`src/rtl/mips_pkg.sv`:
```
// Shared encodings for the MIPS MEM stage: access sizes, exception codes and FSM states.
package mips_pkg;

  localparam logic [1:0] SZ_BYTE = 2'd0;
  localparam logic [1:0] SZ_HALF = 2'd1;
  localparam logic [1:0] SZ_WORD = 2'd2;

  localparam logic [1:0] EXC_NONE       = 2'd0;
  localparam logic [1:0] EXC_MISALIGNED = 2'd1;
  localparam logic [1:0] EXC_ILLEGAL    = 2'd2;

  typedef enum logic [1:0] {
    StIdle,
    StAccess,
    StMerge
  } mem_state_e;

endpackage

```
`src/rtl/mips_mem_lane.sv`:
```
// Byte/halfword lane steering: extract-and-extend for loads, lane merge for sub-word stores.
module mips_mem_lane
  import mips_pkg::*;
#(
  parameter bit BIG_ENDIAN = 1'b1
) (
  input  logic [1:0]  size_i,
  input  logic        unsigned_i,
  input  logic [1:0]  offset_i,
  input  logic [31:0] rdata_i,
  input  logic [15:0] store_data_i,
  output logic [31:0] load_data_o,
  output logic [31:0] merged_o
);

  logic [4:0]  shamt;
  logic [31:0] shifted;
  logic [31:0] mask;
  logic [31:0] ins;

  always_comb begin
    shamt = 5'd0;
    // Big-endian puts offset 0 in the top byte, so the lane index is inverted.
    case (size_i)
      SZ_BYTE: shamt = BIG_ENDIAN ? {~offset_i, 3'b000} : {offset_i, 3'b000};
      SZ_HALF: shamt = BIG_ENDIAN ? {~offset_i[1], 4'b0000} : {offset_i[1], 4'b0000};
      default: shamt = 5'd0;
    endcase
  end

  assign shifted = rdata_i >> shamt;

  always_comb begin
    load_data_o = rdata_i;
    mask        = 32'hFFFF_FFFF;
    ins         = {16'h0000, store_data_i};
    case (size_i)
      SZ_BYTE: begin
        load_data_o = {{24{~unsigned_i & shifted[7]}}, shifted[7:0]};
        mask        = 32'h0000_00FF << shamt;
        ins         = {24'h00_0000, store_data_i[7:0]} << shamt;
      end
      SZ_HALF: begin
        load_data_o = {{16{~unsigned_i & shifted[15]}}, shifted[15:0]};
        mask        = 32'h0000_FFFF << shamt;
        ins         = {16'h0000, store_data_i} << shamt;
      end
      default: ;
    endcase
  end

  assign merged_o = (rdata_i & ~mask) | (ins & mask);

endmodule

```
`src/rtl/mips_mem_stage.sv`:
```
// MIPS MEM stage: drives a word-only data memory, handles sub-word loads/stores (RMW) and
// registers the write-back result.
module mips_mem_stage
  import mips_pkg::*;
#(
  parameter bit BIG_ENDIAN = 1'b1
) (
  input  logic        clock,
  input  logic        reset,
  input  logic        in_valid,
  output logic        in_ready,
  input  logic        in_is_load,
  input  logic        in_is_store,
  input  logic [1:0]  in_size,
  input  logic        in_unsigned,
  input  logic [31:0] in_addr,
  input  logic [31:0] in_store_data,
  input  logic        in_reg_write,
  input  logic [4:0]  in_rd,
  input  logic [31:0] in_alu_result,
  output logic [31:0] mem_address,
  output logic [31:0] mem_write_data,
  output logic        sig_mem_read,
  output logic        sig_mem_write,
  input  logic [31:0] mem_read_data,
  output logic        out_valid,
  output logic        out_reg_write,
  output logic [4:0]  out_rd,
  output logic [31:0] out_wb_data,
  output logic [1:0]  out_exc
);

  mem_state_e  state_q, state_d;
  logic        ld_q, ld_d;
  logic [1:0]  size_q, size_d;
  logic        uns_q, uns_d;
  logic [1:0]  off_q, off_d;
  logic [15:0] sdata_q, sdata_d;
  logic        rw_q, rw_d;
  logic [4:0]  rd_q, rd_d;

  logic [31:0] maddr_q, maddr_d;
  logic [31:0] mwdata_q, mwdata_d;
  logic        mrd_q, mrd_d;
  logic        mwr_q, mwr_d;

  logic        ovalid_q, ovalid_d;
  logic        orw_q, orw_d;
  logic [4:0]  ord_q, ord_d;
  logic [31:0] owb_q, owb_d;
  logic [1:0]  oexc_q, oexc_d;

  logic        is_mem, illegal, misaligned;
  logic [31:0] load_data, merged;

  mips_mem_lane #(
    .BIG_ENDIAN(BIG_ENDIAN)
  ) u_lane (
    .size_i      (size_q),
    .unsigned_i  (uns_q),
    .offset_i    (off_q),
    .rdata_i     (mem_read_data),
    .store_data_i(sdata_q),
    .load_data_o (load_data),
    .merged_o    (merged)
  );

  assign is_mem     = in_is_load | in_is_store;
  assign illegal    = (in_is_load & in_is_store) | (is_mem & (in_size == 2'd3));
  assign misaligned = is_mem & (((in_size == SZ_HALF) & in_addr[0]) |
                                ((in_size == SZ_WORD) & (in_addr[1:0] != 2'b00)));

  always_comb begin
    state_d  = state_q;
    ld_d     = ld_q;
    size_d   = size_q;
    uns_d    = uns_q;
    off_d    = off_q;
    sdata_d  = sdata_q;
    rw_d     = rw_q;
    rd_d     = rd_q;
    maddr_d  = maddr_q;
    mwdata_d = mwdata_q;
    mrd_d    = 1'b0;
    mwr_d    = 1'b0;
    ovalid_d = 1'b0;
    orw_d    = orw_q;
    ord_d    = ord_q;
    owb_d    = owb_q;
    oexc_d   = oexc_q;

    unique case (state_q)
      StIdle: begin
        if (in_valid) begin
          if (illegal || misaligned) begin
            ovalid_d = 1'b1;
            oexc_d   = illegal ? EXC_ILLEGAL : EXC_MISALIGNED;
            orw_d    = 1'b0;
            ord_d    = in_rd;
          end else if (!is_mem) begin
            ovalid_d = 1'b1;
            oexc_d   = EXC_NONE;
            orw_d    = in_reg_write;
            ord_d    = in_rd;
            owb_d    = in_alu_result;
          end else begin
            ld_d    = in_is_load;
            size_d  = in_size;
            uns_d   = in_unsigned;
            off_d   = in_addr[1:0];
            sdata_d = in_store_data[15:0];
            rw_d    = in_reg_write;
            rd_d    = in_rd;
            maddr_d = {in_addr[31:2], 2'b00};
            // Sub-word stores read the old word first; only word stores write directly.
            if (in_is_load || in_size != SZ_WORD) begin
              mrd_d = 1'b1;
            end else begin
              mwr_d    = 1'b1;
              mwdata_d = in_store_data;
            end
            state_d = StAccess;
          end
        end
      end
      StAccess: begin
        if (ld_q) begin
          ovalid_d = 1'b1;
          oexc_d   = EXC_NONE;
          orw_d    = rw_q;
          ord_d    = rd_q;
          owb_d    = load_data;
          state_d  = StIdle;
        end else if (size_q == SZ_WORD) begin
          ovalid_d = 1'b1;
          oexc_d   = EXC_NONE;
          orw_d    = 1'b0;
          ord_d    = rd_q;
          state_d  = StIdle;
        end else begin
          mwr_d    = 1'b1;
          mwdata_d = merged;
          state_d  = StMerge;
        end
      end
      StMerge: begin
        ovalid_d = 1'b1;
        oexc_d   = EXC_NONE;
        orw_d    = 1'b0;
        ord_d    = rd_q;
        state_d  = StIdle;
      end
      default: state_d = StIdle;
    endcase
  end

  always_ff @(posedge clock) begin
    if (reset) begin
      state_q  <= StIdle;
      ld_q     <= 1'b0;
      size_q   <= SZ_BYTE;
      uns_q    <= 1'b0;
      off_q    <= 2'b00;
      sdata_q  <= 16'h0000;
      rw_q     <= 1'b0;
      rd_q     <= 5'd0;
      maddr_q  <= 32'h0;
      mwdata_q <= 32'h0;
      mrd_q    <= 1'b0;
      mwr_q    <= 1'b0;
      ovalid_q <= 1'b0;
      orw_q    <= 1'b0;
      ord_q    <= 5'd0;
      owb_q    <= 32'h0;
      oexc_q   <= EXC_NONE;
    end else begin
      state_q  <= state_d;
      ld_q     <= ld_d;
      size_q   <= size_d;
      uns_q    <= uns_d;
      off_q    <= off_d;
      sdata_q  <= sdata_d;
      rw_q     <= rw_d;
      rd_q     <= rd_d;
      maddr_q  <= maddr_d;
      mwdata_q <= mwdata_d;
      mrd_q    <= mrd_d;
      mwr_q    <= mwr_d;
      ovalid_q <= ovalid_d;
      orw_q    <= orw_d;
      ord_q    <= ord_d;
      owb_q    <= owb_d;
      oexc_q   <= oexc_d;
    end
  end

  assign in_ready       = (state_q == StIdle);
  assign mem_address    = maddr_q;
  assign mem_write_data = mwdata_q;
  assign sig_mem_read   = mrd_q;
  assign sig_mem_write  = mwr_q;
  assign out_valid      = ovalid_q;
  assign out_reg_write  = orw_q;
  assign out_rd         = ord_q;
  assign out_wb_data    = owb_q;
  assign out_exc        = oexc_q;

endmodule

```
`config.mk`:
```
export PLATFORM = sky130hd
export DESIGN_NAME = mips_mem_stage
export DESIGN_NICKNAME = d
export VERILOG_FILES = /design/src/rtl/mips_pkg.sv /design/src/rtl/mips_mem_lane.sv /design/src/rtl/mips_mem_stage.sv
export SDC_FILE = /design/constraint.sdc
export NUM_CORES = 1
export LEC_CHECK = 0
export ABC_AREA = 1
export CORE_ASPECT_RATIO = 0.9
export CORE_MARGIN = 2
export CORE_UTILIZATION = 25
export CTS_BUF_LIST = sky130_fd_sc_hd__clkbuf_4 sky130_fd_sc_hd__clkbuf_8
export DETAILED_ROUTE_END_ITERATION = 7
export PLACE_DENSITY = 0.55
export SLEW_MARGIN = 20
export SYNTH_ARGS = -nofsm -noshare
export SYNTH_HDL_FRONTEND = slang
export SYNTH_SLANG_ARGS = --single-unit
```
`constraint.sdc`:
```
create_clock -name clock -period 2.2 [get_ports clock]
set_input_delay 0.66 -clock clock [delete_from_list [all_inputs] [get_ports clock]]
set_output_delay 0.66 -clock clock [all_outputs]
set_load 0.05 [all_outputs]
```
==> After elaboration in Yosys (flattened, before gate mapping) <==
Cells that the tools add are included.
{ "word_totals": {"register_bits": 135, "in_bits": 142, "out_inout_bits": 108} }
{ "op_classes": {"n_eq_ne": 18, "shift": 5, "muxes": 55, "bitwise": 21, "reduce_logical": 13} }
{ "op_table": {"columns": ["op", "count"], "rows": [
  ["32-bit 2-to-1 mux", 10],
  ["32-bit one-hot mux with 2 select lines", 5],
  ["32-bit bitwise AND", 2],
  ["32-bit NOT", 1],
  ["32-bit OR", 1],
  ["16-bit by 5-bit << shifter with 32-bit output", 1],
  ["16-bit by 5-bit << shifter with 32-bit output (first input constant)", 1],
  ["8-bit by 5-bit << shifter with 32-bit output", 1],
  ["8-bit by 5-bit << shifter with 32-bit output (first input constant)", 1],
  ["32-bit by 5-bit >> shifter with 16-bit output", 1],
  ["5-bit 2-to-1 mux", 5],
  ["2-bit 2-to-1 mux", 11],
  ["1-bit 2-to-1 mux", 17],
  ["2-bit != test (second input constant)", 8],
  ["5-bit one-hot mux with 3 select lines", 1],
  ["5-bit one-hot mux with 2 select lines", 1],
  ["2-bit equality test (second input constant)", 4],
  ["4-bit AND reduction", 2],
  ["1-bit bitwise AND", 7],
  ["7-bit AND reduction", 1],
  ["2-bit by 1-bit equality test with 1-bit output (second input constant)", 3],
  ["1-bit NOT", 6],
  ["1-bit one-hot mux with 3 select lines", 2],
  ["2-bit one-hot mux with 3 select lines", 1],
  ["14 further kinds", 19]
]} }

==> Logic depth before layout (Yosys ltp) <==
Gate-level depths: netlist (run 1).
{ "depth": {"ltp_word": 10, "mapped_depth": 12, "depth_no_buf": 10} }

==> Modules after synthesis <==
A second synthesis (run 1) with hierarchy kept.
{ "unflattened": {"cells_unflattened": 1099, "area_unflattened_um2": 7148.1} }
{ "by_module_without_submodules": {"columns": ["module", "instances", "cells_each", "area_each_um2"], "rows": [
  ["mips_mem_stage", 1, 841, 5854.4],
  ["mips_mem_lane", 1, 258, 1293.7]
]} }

==> Worst setup path after synthesis (run 1) <==
OpenSTA, ideal clock, no wires.
{ "synth_timing": {"path_kind": "flip-flop to flip-flop", "startpoint": "reg state_q[0]", "endpoint": "reg owb_q[11], in the netlist out_wb_data[11]", "t_arrival_ns": 2.025, "required_ns": 2.080, "slack_ns": 0.055, "path_stages_with_launch": 10, "n_path_buf": 2, "period_less_slack_ns": 2.145, "cell_sequence": "dfxtp_1 -> inv_1 -> ha_1 -> buf_2 -> nand2_1 -> a211oi_2 -> inv_1 -> buf_2 -> a21oi_1 -> a21oi_1"} }
{ "synth_via": {"elab_chain_len": 3, "elab_cells_between_ends": 9, "classes_between": "eq/ne: 5; mux: 1; reduce/logical: 3"} }
{ "synth_rtl": {"columns": ["item", "line", "text"], "rows": [
  ["start: declaration", "mips_mem_stage.sv:33", "mem_state_e state_q, state_d;"],
  ["start signal: assignment", "mips_mem_stage.sv:159", "state_q <= StIdle;"],
  ["start signal: assignment", "mips_mem_stage.sv:177", "state_q <= state_d;"],
  ["2-bit zero test *", null, null],
  ["named net in_ready", "mips_mem_stage.sv:11", "output logic in_ready,"],
  ["2-bit != test (no line) / 2-bit nonzero test (equally long branches)", null, null],
  ["5-bit AND reduction (no line)", null, null],
  ["end signal: assignment", "mips_mem_stage.sv:192", "owb_q <= owb_d;"],
  ["end: declaration", "mips_mem_stage.sv:50", "logic [31:0] owb_q, owb_d;"]
]} }
The timed path passes the listed nets; every way through them passes the cells marked *.
A chain may end at the register's enable or synchronous reset.

==> Final worst setup path (run 1) <==
{ "layout_timing": {"startpoint": "reg state_q[0]", "endpoint": "out in_ready"} }
{ "layout_via": {"elab_chain_len": 1} }
{ "layout_rtl": {"columns": ["item", "line", "text"], "rows": [
  ["2-bit zero test", "mips_mem_stage.sv:197", "assign in_ready = (state_q == StIdle);"],
  ["end: declaration", "mips_mem_stage.sv:11", null]
]} }
No other way between the ends.

==> flow_summary.json, run 1 <==
{
  "outcome": "complete, no violations",
  "grt_pass1_wl_um": 42700,
  "track_usage_pct": 18.5,
  "tightest_slew_ns": 0.608,
  "yosys.area_share.simple_pct": 25.6,
  "ys.flop_type": "dfxtp_1",
  "stdcell_count": 1693,
  "cts_root_buf": "clkbuf_8",
  "end_kind": "output pin",
  "vias": 7983,
  "routed_wl_um": 28100,
  "worst_hold_slack_ns": 0.444,
  "ys_async_sr_fraction_pct": 0,
  "antenna_found_initial": 0,
  "drv_cap": 0,
  "post-cts-setup-buffers": 0,
  "final_area_mm2": 0.0104,
  "grt-ovfl-total": 0,
  "die_h_um": 164,
  "hp-class": "flip-flop to flip-flop",
  "viasPerCell": 4.72,
  "cts_tree": "built",
  "crit_type": "flip-flop to output pin",
  "cts_buffers": 17,
  "dr.first_iter.drc_count": 502,
  "hp-start": "mem_address[3]",
  "finalHoldViolCount": 0,
  "die_w_um": 182,
  "period_minus_slack_ns": 2.11,
  "synth_adder_area_share_pct": 0.701,
  "final_util_pct": 37.0,
  "core_area_mm2": 0.0280,
  "yosysSeqAreaShare_pct": 37.9,
  "ys_types": 37,
  "tns_ns": 0,
  "synth_top_family_by_area": "simple AND/OR/NAND/NOR gates",
  "path_max_fanout": 7,
  "synth_top_cells_by_count": "nand2_1, a21oi_1, o21ai_0",
  "cellPowerDensity_mw_per_mm2": 829,
  "layout_setup_ws_ns": 0.0864,
  "post-synth-top-count-cell": "nand2_1",
  "crit_arrival_ns": 1.45,
  "synth_mux_area_share_pct": 0,
  "cp-start-kind": "flip-flop",
  "gp_congestion": 0.913,
  "dpl.cell_count": 1661,
  "p_total_mw": 8.59,
  "cts_sinks": 135,
  "max_freq_mhz": 473,
  "seqPwrFrac_pct": 34.2,
  "ys_ff_latch": 135,
  "grt_max_degree": 78,
  "synth_cells": 1083,
  "dieArea_mm2": 0.0299,
  "io_buffers": 247,
  "reg2reg_to": "out_wb_data[16]",
  "cp.required_ns": 1.54,
  "syn_avg_cell_area_um2": 6.59,
  "initial_core_util_pct": 25.5,
  "pre_cts_ws_ns": -0.258,
  "htreeDepth": 4,
  "synth_area_leaders": "dfxtp_1, a21oi_1, nand2_1, o21ai_0, inv_1",
  "yosysWarnings": 0,
  "p_switching_mw": 3.63,
  "synth_area_mm2": 0.00714,
  "switching_share_pct": 42.3,
  "finalSetupViolations": 0,
  "maxSlewHeadroom_pct": 59.5,
  "clock_latency_ns": 0.47,
  "drc": 0,
  "synthXorXnorAreaFrac_pct": 0,
  "ff2ff_setup_slack_ns": 0.24,
  "r2r_start": "state_q[1]",
  "rsz0062_at_grt": "true",
  "clkPwrFrac_pct": 25.6,
  "wl_per_cell_um": 16.6,
  "antenna_left": 0,
  "first_pass_iters": 5,
  "place_area_mm2": 0.0100,
  "synth_top_cell_area_share_pct": 37.9,
  "clk_pin_slew_worst_paths_ns": 0.09,
  "area_delta_synth_final_pct": 45.3,
  "power_leakage_nw": 4.53,
  "fin_skew_ns": 0.0146,
  "rows": 58,
  "finalCritPeriodShare_pct": 96.1,
  "fin_nets": 1466,
  "crit_end": "in_ready",
  "synth_compound_gate_area_share_pct": 24.0,
  "synth.largest_area_cell": "dfxtp_1",
  "dpl.hpwl_um": 21000,
  "peakVddDrop_v": 0.000382,
  "clockBufferDepth": 2,
  "p_comb_share_pct": 40.1,
  "pin_count": 250,
  "grt_pass1_vias": 7474,
  "drv_slew": 0,
  "synth_edf_count": 0,
  "setup.worst_path.start": "state_q[0]",
  "rr_worst_depth": 7,
  "internal_power_mw": 4.96,
  "n_antenna_cell": 0,
  "drive_gt1_share_pct": 15.2
}
==> cell usage in the layout (no fill, tap or decap), drive strengths merged, types with 4 or more instances in the layout <==
cell type	instances
ha	4
nand3	85
clkinvlp	4
dfxtp	135
o211ai	6
clkdlybuf4s50	141
nor3	5
nand2	192
o21ai	148
o22ai	4
dlygate4sd2	37
nand4	8
nor2	112
a21oi	152
buf	118
inv	123
a31oi	5
or2	21
clkbuf	18
==> logic make-up after synthesis <==
logic type / after synthesis
and+or+nand+nor: 423
other: 1
DFF: 135
adders and majority gates: 4
AOI/OAI and AO/OA: 323
buffers and inverters: 197
==> how the worst min path moves through the flow <==
stage / slack (ns) / to / cells past startpoint
after detailed placement: 0.44 / mem_address[31] / 2
final: 0.44 / mem_address[3] / 2
after global placement: 0.43 / mem_address[31] / 2
after global routing: 0.46 / mem_address[31] / 2
after floorplan: 0.42 / rd_q[0] / 2
after CTS: 0.45 / mem_address[3] / 2
==> state kept, by name, indices dropped and copies added (netlist names), 2 cells and up <==
| register | flops |
|---|---|
| mem_address | 30 |
| mem_write_data | 32 |
| off_q | 2 |
| out_exc | 2 |
| out_rd | 5 |
| out_wb_data | 32 |
| rd_q | 5 |
| sdata_q | 16 |
| size_q | 2 |
| state_q | 2 |
==> final cells by class <==
class                   instances  area [um^2]
clock buffers                  18          241
flip-flops and latches        135         2710
clock inverters                14          163
inverters                     118          447
repair buffers                296         2750
multi-input cells             752         3620
fillers                      3027        17600
well taps                     360          450
==> critical path, cell delays in order (launching register included) <==
cell and delay, ns:
dfxtp_2 0.35, inv_1 0.09, ha_2 0.22, buf_4 0.18, buf_12 0.15
==> power groups by stage <==
stage          combinational (mW)  clock [mW]  sequential [mW]
3_5_place_dp                 3.51           0             3.00
2_1_floorplan                1.36           0             3.86
6_report                     3.45        2.20             2.94
4_1_cts                      3.45        2.28             2.95
3_3_place_gp                 3.49           0             3.00
5_1_grt                      3.73        2.38             2.98
==> what timing repair did <==
| item | in CTS | in global routing |
|---|---|---|
| gates resized for setup | 39 | 1 |
| setup endpoints to repair | 38 | 2 |
| hold buffers | 0 | 0 |
==> per-layer routing <==
metal	part of all wire [%]	up-vias	GRT usage, %
li1	-	4015	-
met1	46	3613	25.2
met2	44	327	28.6
met3	9.2	28	5.54
met4	1.6	0	4.88
met5	0	-	0
Note: power is estimated with default switching activity, not from simulation.
==> inputs of run 2 (changes only) <==
--- a/config.mk
+++ b/config.mk
@@ -15,4 +15,5 @@
 export SLEW_MARGIN = 20
 export SYNTH_ARGS = -nofsm -noshare
 export SYNTH_HDL_FRONTEND = slang
+export SYNTH_HIERARCHICAL = 1
 export SYNTH_SLANG_ARGS = --single-unit
==> constraint.sdc (replaced) <==
create_clock -name clock -period 2.2 [get_ports clock]
set_input_delay 0.22 -clock clock [delete_from_list [all_inputs] [get_ports clock]]
set_output_delay 0.22 -clock clock [all_outputs]
set_load 0.05 [all_outputs]
==> run 2 against run 1 <==
- first-iteration DRC count is 1.8% lower
- clock-buffer cell count is 3 higher
- worst setup slack better by 0.083 ns
- design area is 0.37% higher
- clock skew is 0.0034 ns higher
- register-to-register slack worse by 0.07 ns
- synthesized cell count is 1.5% higher
- combinational power is 6.1% higher
- core utilization is 0.14 points higher
- flip-flop and latch count stayed put
- non-clock buffer count is 23 lower
- critical path type is now flip-flop to flip-flop
- critical endpoint is now out_wb_data[3]
==> flow_summary.json, run 2 <==
{
  "crit_arrival_ns": 2.42,
  "post-cts-setup-buffers": 0,
  "grt_max_degree": 85,
  "final_util_pct": 37.2,
  "cp-start-kind": "flip-flop",
  "yosysWarnings": 6,
  "dpl.hpwl_um": 19900,
  "first_pass_iters": 5,
  "initial_core_util_pct": 25.5,
  "cts_tree": "built",
  "cp.required_ns": 2.59,
  "antenna_left": 0,
  "period_minus_slack_ns": 2.03,
  "rsz0062_at_grt": "false",
  "p_comb_share_pct": 40.3,
  "cts.repair.resized": 0,
  "gp_congestion": 0.872,
  "synth_top_cell_area_share_pct": 37.8,
  "final_cell_mix": "nand2_1, clkdlybuf4s50_1, nor2_1",
  "final_common_cell": "nand2_1",
  "synth.largest_area_cell": "dfxtp_1",
  "synth_area_mm2": 0.00715,
  "end_kind": "flip-flop",
  "nFillCells": 3032,
  "synth_top_cells_by_count": "nand2_1, nor2_1, dfxtp_1",
  "p_total_mw": 9.07,
  "multi_input_area_mm2": 0.00362,
  "worst_hold_slack_ns": 0.306,
  "dieArea_mm2": 0.0300,
  "synth_cells": 1099,
  "hp-class": "input pin to flip-flop",
  "ys_types": 35,
  "drive_gt1_share_pct": 7.34,
  "peakVddDrop_v": 0.000444,
  "outcome": "complete, no violations",
  "antenna_found_initial": 4,
  "routed_wl_um": 26700,
  "maxSlewHeadroom_pct": 48.4,
  "fin_skew_ns": 0.0180,
  "dr.first_iter.drc_count": 493,
  "io_buffers": 247,
  "crit_type": "flip-flop to flip-flop",
  "power_leakage_nw": 4.49,
  "place_area_mm2": 0.00994,
  "seqPwrFrac_pct": 32.6,
  "fin_nets": 1469,
  "clk_pin_slew_worst_paths_ns": 0.09,
  "stdcell_count": 1700,
  "syn_avg_cell_area_um2": 6.50,
  "cts_root_buf": "clkbuf_8",
  "pin_count": 250,
  "wl_per_cell_um": 15.7,
  "finalHoldViolCount": 0,
  "area_delta_synth_final_pct": 45.6,
  "ys_async_sr_fraction_pct": 0,
  "cts_buffers": 17,
  "internal_power_mw": 5.44,
  "drv_slew": 0,
  "vias": 7728,
  "grt_pass1_vias": 7307,
  "dpl.cell_count": 1664,
  "cellPowerDensity_mw_per_mm2": 871,
  "p_switching_mw": 3.63,
  "ys_ff_latch": 135,
  "cts_sinks": 135,
  "core_area_mm2": 0.0280,
  "finalSetupViolations": 0,
  "post-synth-top-count-cell": "nand2_1",
  "synth_area_leaders": "dfxtp_1, nand2_1, nor2_1, o21ai_0, inv_1",
  "die_h_um": 164,
  "drc": 0,
  "clockBufferDepth": 2,
  "clock_latency_ns": 0.47,
  "grt-ovfl-total": 0,
  "yosysSeqAreaShare_pct": 37.8,
  "finalCritPeriodShare_pct": 92.3,
  "pre_cts_ws_ns": 0.173,
  "tightest_slew_ns": 0.774,
  "rows": 58,
  "max_freq_mhz": 492,
  "grt_pass1_wl_um": 40800,
  "die_w_um": 182,
  "path_max_fanout": 15,
  "layout_setup_ws_ns": 0.169,
  "ys.flop_type": "dfxtp_1",
  "switching_share_pct": 40.0,
  "drv_cap": 0,
  "regArea_mm2": 0.00270,
  "tns_ns": 0,
  "final_area_mm2": 0.0104,
  "viasPerCell": 4.55,
  "track_usage_pct": 17.6,
  "synth_edf_count": 0,
  "clkPwrFrac_pct": 27.1,
  "htreeDepth": 4,
  "cts.hold.buffers_added": 0
}
[run 2: cell count changes after synthesis, sizes merged, moves of 5 or more]
| cell | delta |
|---|---|
| o22ai | +13 |
| a21oi | -114 |
| or2 | -20 |
| nand2 | +122 |
| clkbuf | -10 |
| nor2 | +50 |
| nand4 | -5 |
| a31oi | +27 |
| o211ai | +6 |
| nand3 | -47 |
[run 2: power groups by stage]
| stage | logic, mW | registers [mW] | clock network [mW] |
|---|---|---|---|
| 2_1_floorplan | 1.44 | 3.96 | 0 |
| 3_3_place_gp | 3.65 | 3.01 | 0 |
| 3_5_place_dp | 3.66 | 3.01 | 0 |
| 4_1_cts | 3.68 | 2.96 | 2.54 |
| 5_1_grt | 3.96 | 3.00 | 2.63 |
| 6_report | 3.66 | 2.96 | 2.46 |
[run 2: layout make-up]
class	count	area share [%]
repair buffers	273	26.2
multi-input cells	780	34.8
inverters	116	4.20
clock buffers	21	2.54
well taps	360	4.33
flip-flops and latches	135	26.0
diodes	4	0.0962
clock inverters	11	1.91
[run 2: final timing paths]
check / start / endpoint / slack [ns] / cells after the start
max: size_q[1] / out_wb_data[3] / 0.17 / 8
min: in_rd[0] / rd_q[0] / 0.31 / 3
max reg2reg: size_q[1] / out_wb_data[3] / 0.17 / 8
min reg2reg: out_rd[2] / out_rd[2] / 0.47 / 2
[run 2: worst max-delay path: stages, from the launching register on]
cell and delay (ns):
dfxtp_1 0.38, nor2_4 0.24, nand2_4 0.15, nand2_1 0.30
buf_4 0.26, o22ai_1 0.12, nor2_1 0.20, nand2_1 0.10
a31oi_1 0.19
[run 2: routing by layer]
metal	share of wire [%]	track usage (%)	wire, um	vias to the layer above
li1	-	-	-	3967
met1	45	22.5	11900	3456
met2	44	27.3	11700	281
met3	10	7.41	2780	22
met4	1.2	4.88	308	2
met5	0.049	0	13	-
[run 2: kinds of logic (layout without fill, tap and decap cells)]
logic type / count (synthesis) / after routing / share of synthesized area [%]
other cells: 1 / 6 / 0.0525
simple gates: 522 / 522 / 29.9
flops: 135 / 135 / 37.8
buf+inv: 185 / 421 / 11.7
fa+ha+maj: 4 / 4 / 0.700
compound gates: 252 / 252 / 19.9
==> inputs of run 3 (changes only) <==
--- a/config.mk
+++ b/config.mk
@@ -11,7 +11,7 @@
 export CORE_UTILIZATION = 25
 export CTS_BUF_LIST = sky130_fd_sc_hd__clkbuf_4 sky130_fd_sc_hd__clkbuf_8
 export DETAILED_ROUTE_END_ITERATION = 7
-export PLACE_DENSITY = 0.55
+export PLACE_DENSITY = 0.51
 export SLEW_MARGIN = 20
 export SYNTH_ARGS = -nofsm -noshare
 export SYNTH_HDL_FRONTEND = slang
==> run 3 against run 2 <==
- power down 3.6%
- worst setup slack better by 0.046 ns
- critical path depth up 3
- fmax up 2.3%
- flip-flop and latch count unchanged
- combinational power about the same
- sequential power about the same
==> flow_summary.json, run 3 (synthesized netlist as in run 2, its figures left out) <==
{
  "dr.first_iter.drc_count": 444,
  "drc": 0,
  "viasPerCell": 4.54,
  "cellPowerDensity_mw_per_mm2": 849,
  "power_leakage_nw": 4.44,
  "clkPwrFrac_pct": 24.6,
  "area_delta_synth_final_pct": 44.2,
  "cts.repair.resized": 0,
  "gp_congestion": 0.908,
  "max_freq_mhz": 504,
  "track_usage_pct": 17.8,
  "hold_depth": 3,
  "path_buf_inv": 2,
  "clock_latency_ns": 0.46,
  "pin_count": 250,
  "path_cells": "nor2_4, nand2_4, inv_2, nand2_2, inv_1, nand2_1, nand3_1, nand2_1, nand2_1, nand2_1, a31oi_1",
  "r2r_start": "size_q[0]",
  "die_h_um": 164,
  "period_minus_slack_ns": 1.98,
  "cts_tree": "built",
  "path_common_cell": "nand2_1",
  "internal_power_mw": 4.96,
  "hp-start": "in_rd[1]",
  "rsz0062_at_grt": "false",
  "tns_ns": 0,
  "die_w_um": 182,
  "antenna_left": 0,
  "outcome": "complete, no violations",
  "cp.required_ns": 2.58,
  "final_util_pct": 36.8,
  "finalHoldViolCount": 0,
  "p_switching_mw": 3.79,
  "stdcell_count": 1696,
  "min_to": "rd_q[1]",
  "cts_root_buf": "clkbuf_8",
  "p_total_mw": 8.75,
  "grt-ovfl-total": 0,
  "layout_setup_ws_ns": 0.216,
  "hp-class": "input pin to flip-flop",
  "reg2reg_to": "out_wb_data[8]",
  "rows": 58,
  "final_area_mm2": 0.0103,
  "dpl.cell_count": 1662,
  "rr_worst_depth": 11,
  "path_max_fanout": 19,
  "cp-start-kind": "flip-flop",
  "grt_pass1_vias": 7549,
  "core_area_mm2": 0.0280,
  "final_cell_mix": "nand2_1, clkdlybuf4s50_1, nor2_1",
  "finalSetupViolations": 0,
  "worst_hold_slack_ns": 0.312,
  "slowest_stage": "dfxtp_1",
  "crit_type": "flip-flop to flip-flop",
  "dieArea_mm2": 0.0300,
  "cp_top_family": "simple AND/OR/NAND/NOR gates",
  "final_common_cell": "nand2_1",
  "fin_skew_ns": 0.0131,
  "peakVddDrop_v": 0.000387,
  "place_area_mm2": 0.00991,
  "crit_arrival_ns": 2.36,
  "clockBufferDepth": 2,
  "vias": 7699,
  "initial_core_util_pct": 25.5,
  "max_stage_delay_ns": 0.42,
  "seqPwrFrac_pct": 33.8,
  "p_comb_share_pct": 41.6,
  "wl_per_cell_um": 15.9,
  "fin_nets": 1467,
  "ff2ff_setup_slack_ns": 0.22,
  "routed_wl_um": 26900,
  "post-cts-setup-buffers": 0,
  "pre_cts_ws_ns": 0.139,
  "cts_sinks": 135,
  "drv_cap": 0,
  "tightest_slew_ns": 0.669,
  "end_kind": "flip-flop",
  "htreeDepth": 4,
  "cts.hold.buffers_added": 0,
  "io_buffers": 247,
  "dpl.hpwl_um": 19800,
  "first_pass_iters": 5,
  "antenna_found_initial": 3,
  "maxSlewHeadroom_pct": 55.3,
  "drive_gt1_share_pct": 7.42,
  "clk_pin_slew_worst_paths_ns": 0.10,
  "finalCritPeriodShare_pct": 90.2,
  "cts_buffers": 17,
  "grt_pass1_wl_um": 41700,
  "drv_slew": 0,
  "switching_share_pct": 43.3,
  "grt_max_degree": 96
}
==> run 3: cell count changes in the layout (fill, tap and decap cells not counted), sizes merged <==
cell and delta:
inv +8, diode -2, clkbuf -4, buf -2, bufinv -4
==> run 3: worst register-to-register path, delay by kind of cell, from the launching register on <==
family	cells	cell delay, ns
AOI/OAI and AO/OA	1	0.20
DFF	1	0.42
buffers and inverters	2	0.40
and+or+nand+nor	8	0.88
==> run 3: power by group through the flow <==
stage               Clock [mW]  Combinational, mW  Sequential [mW]
finish                    2.15               3.64             2.96
detailed placement           0               3.64             3.01
global route              2.31               3.95             3.00
floorplan                    0               1.44             3.96
CTS                       2.22               3.66             2.96
global placement             0               3.63             3.01
==> run 3: final cells by class <==
| class | count | area, um^2 |
|---|---|---|
| repair buffers | 271 | 2700 |
| fillers | 3080 | 17700 |
| multi-input cells | 780 | 3620 |
| clock inverters | 15 | 156 |
| well taps | 360 | 450 |
| clock buffers | 17 | 234 |
| diodes | 2 | 5.00 |
| inverters | 116 | 437 |
| flip-flops and latches | 135 | 2700 |
==> run 3: per-layer routing <==
layer | share of wire [%] | vias up | GRT usage (%)
li1 | - | 3961 | -
met1 | 45 | 3451 | 23.1
met2 | 43 | 259 | 27.6
met3 | 11 | 26 | 7.10
met4 | 1.4 | 2 | 4.55
met5 | 0.048 | - | 0
==> run 3: worst max path at each step <==
stage | start | cells past startpoint | slack [ns] | end
floorplan | state_q[0] | 9 | 0.21 | out_reg_write
global placement | size_q[1] | 11 | 0.16 | out_wb_data[14]
detailed placement | size_q[1] | 11 | 0.14 | out_wb_data[14]
CTS | size_q[1] | 11 | 0.1 | out_wb_data[14]
global route | state_q[1] | 9 | 0.01 | out_reg_write
finish | size_q[0] | 11 | 0.22 | out_wb_data[8]
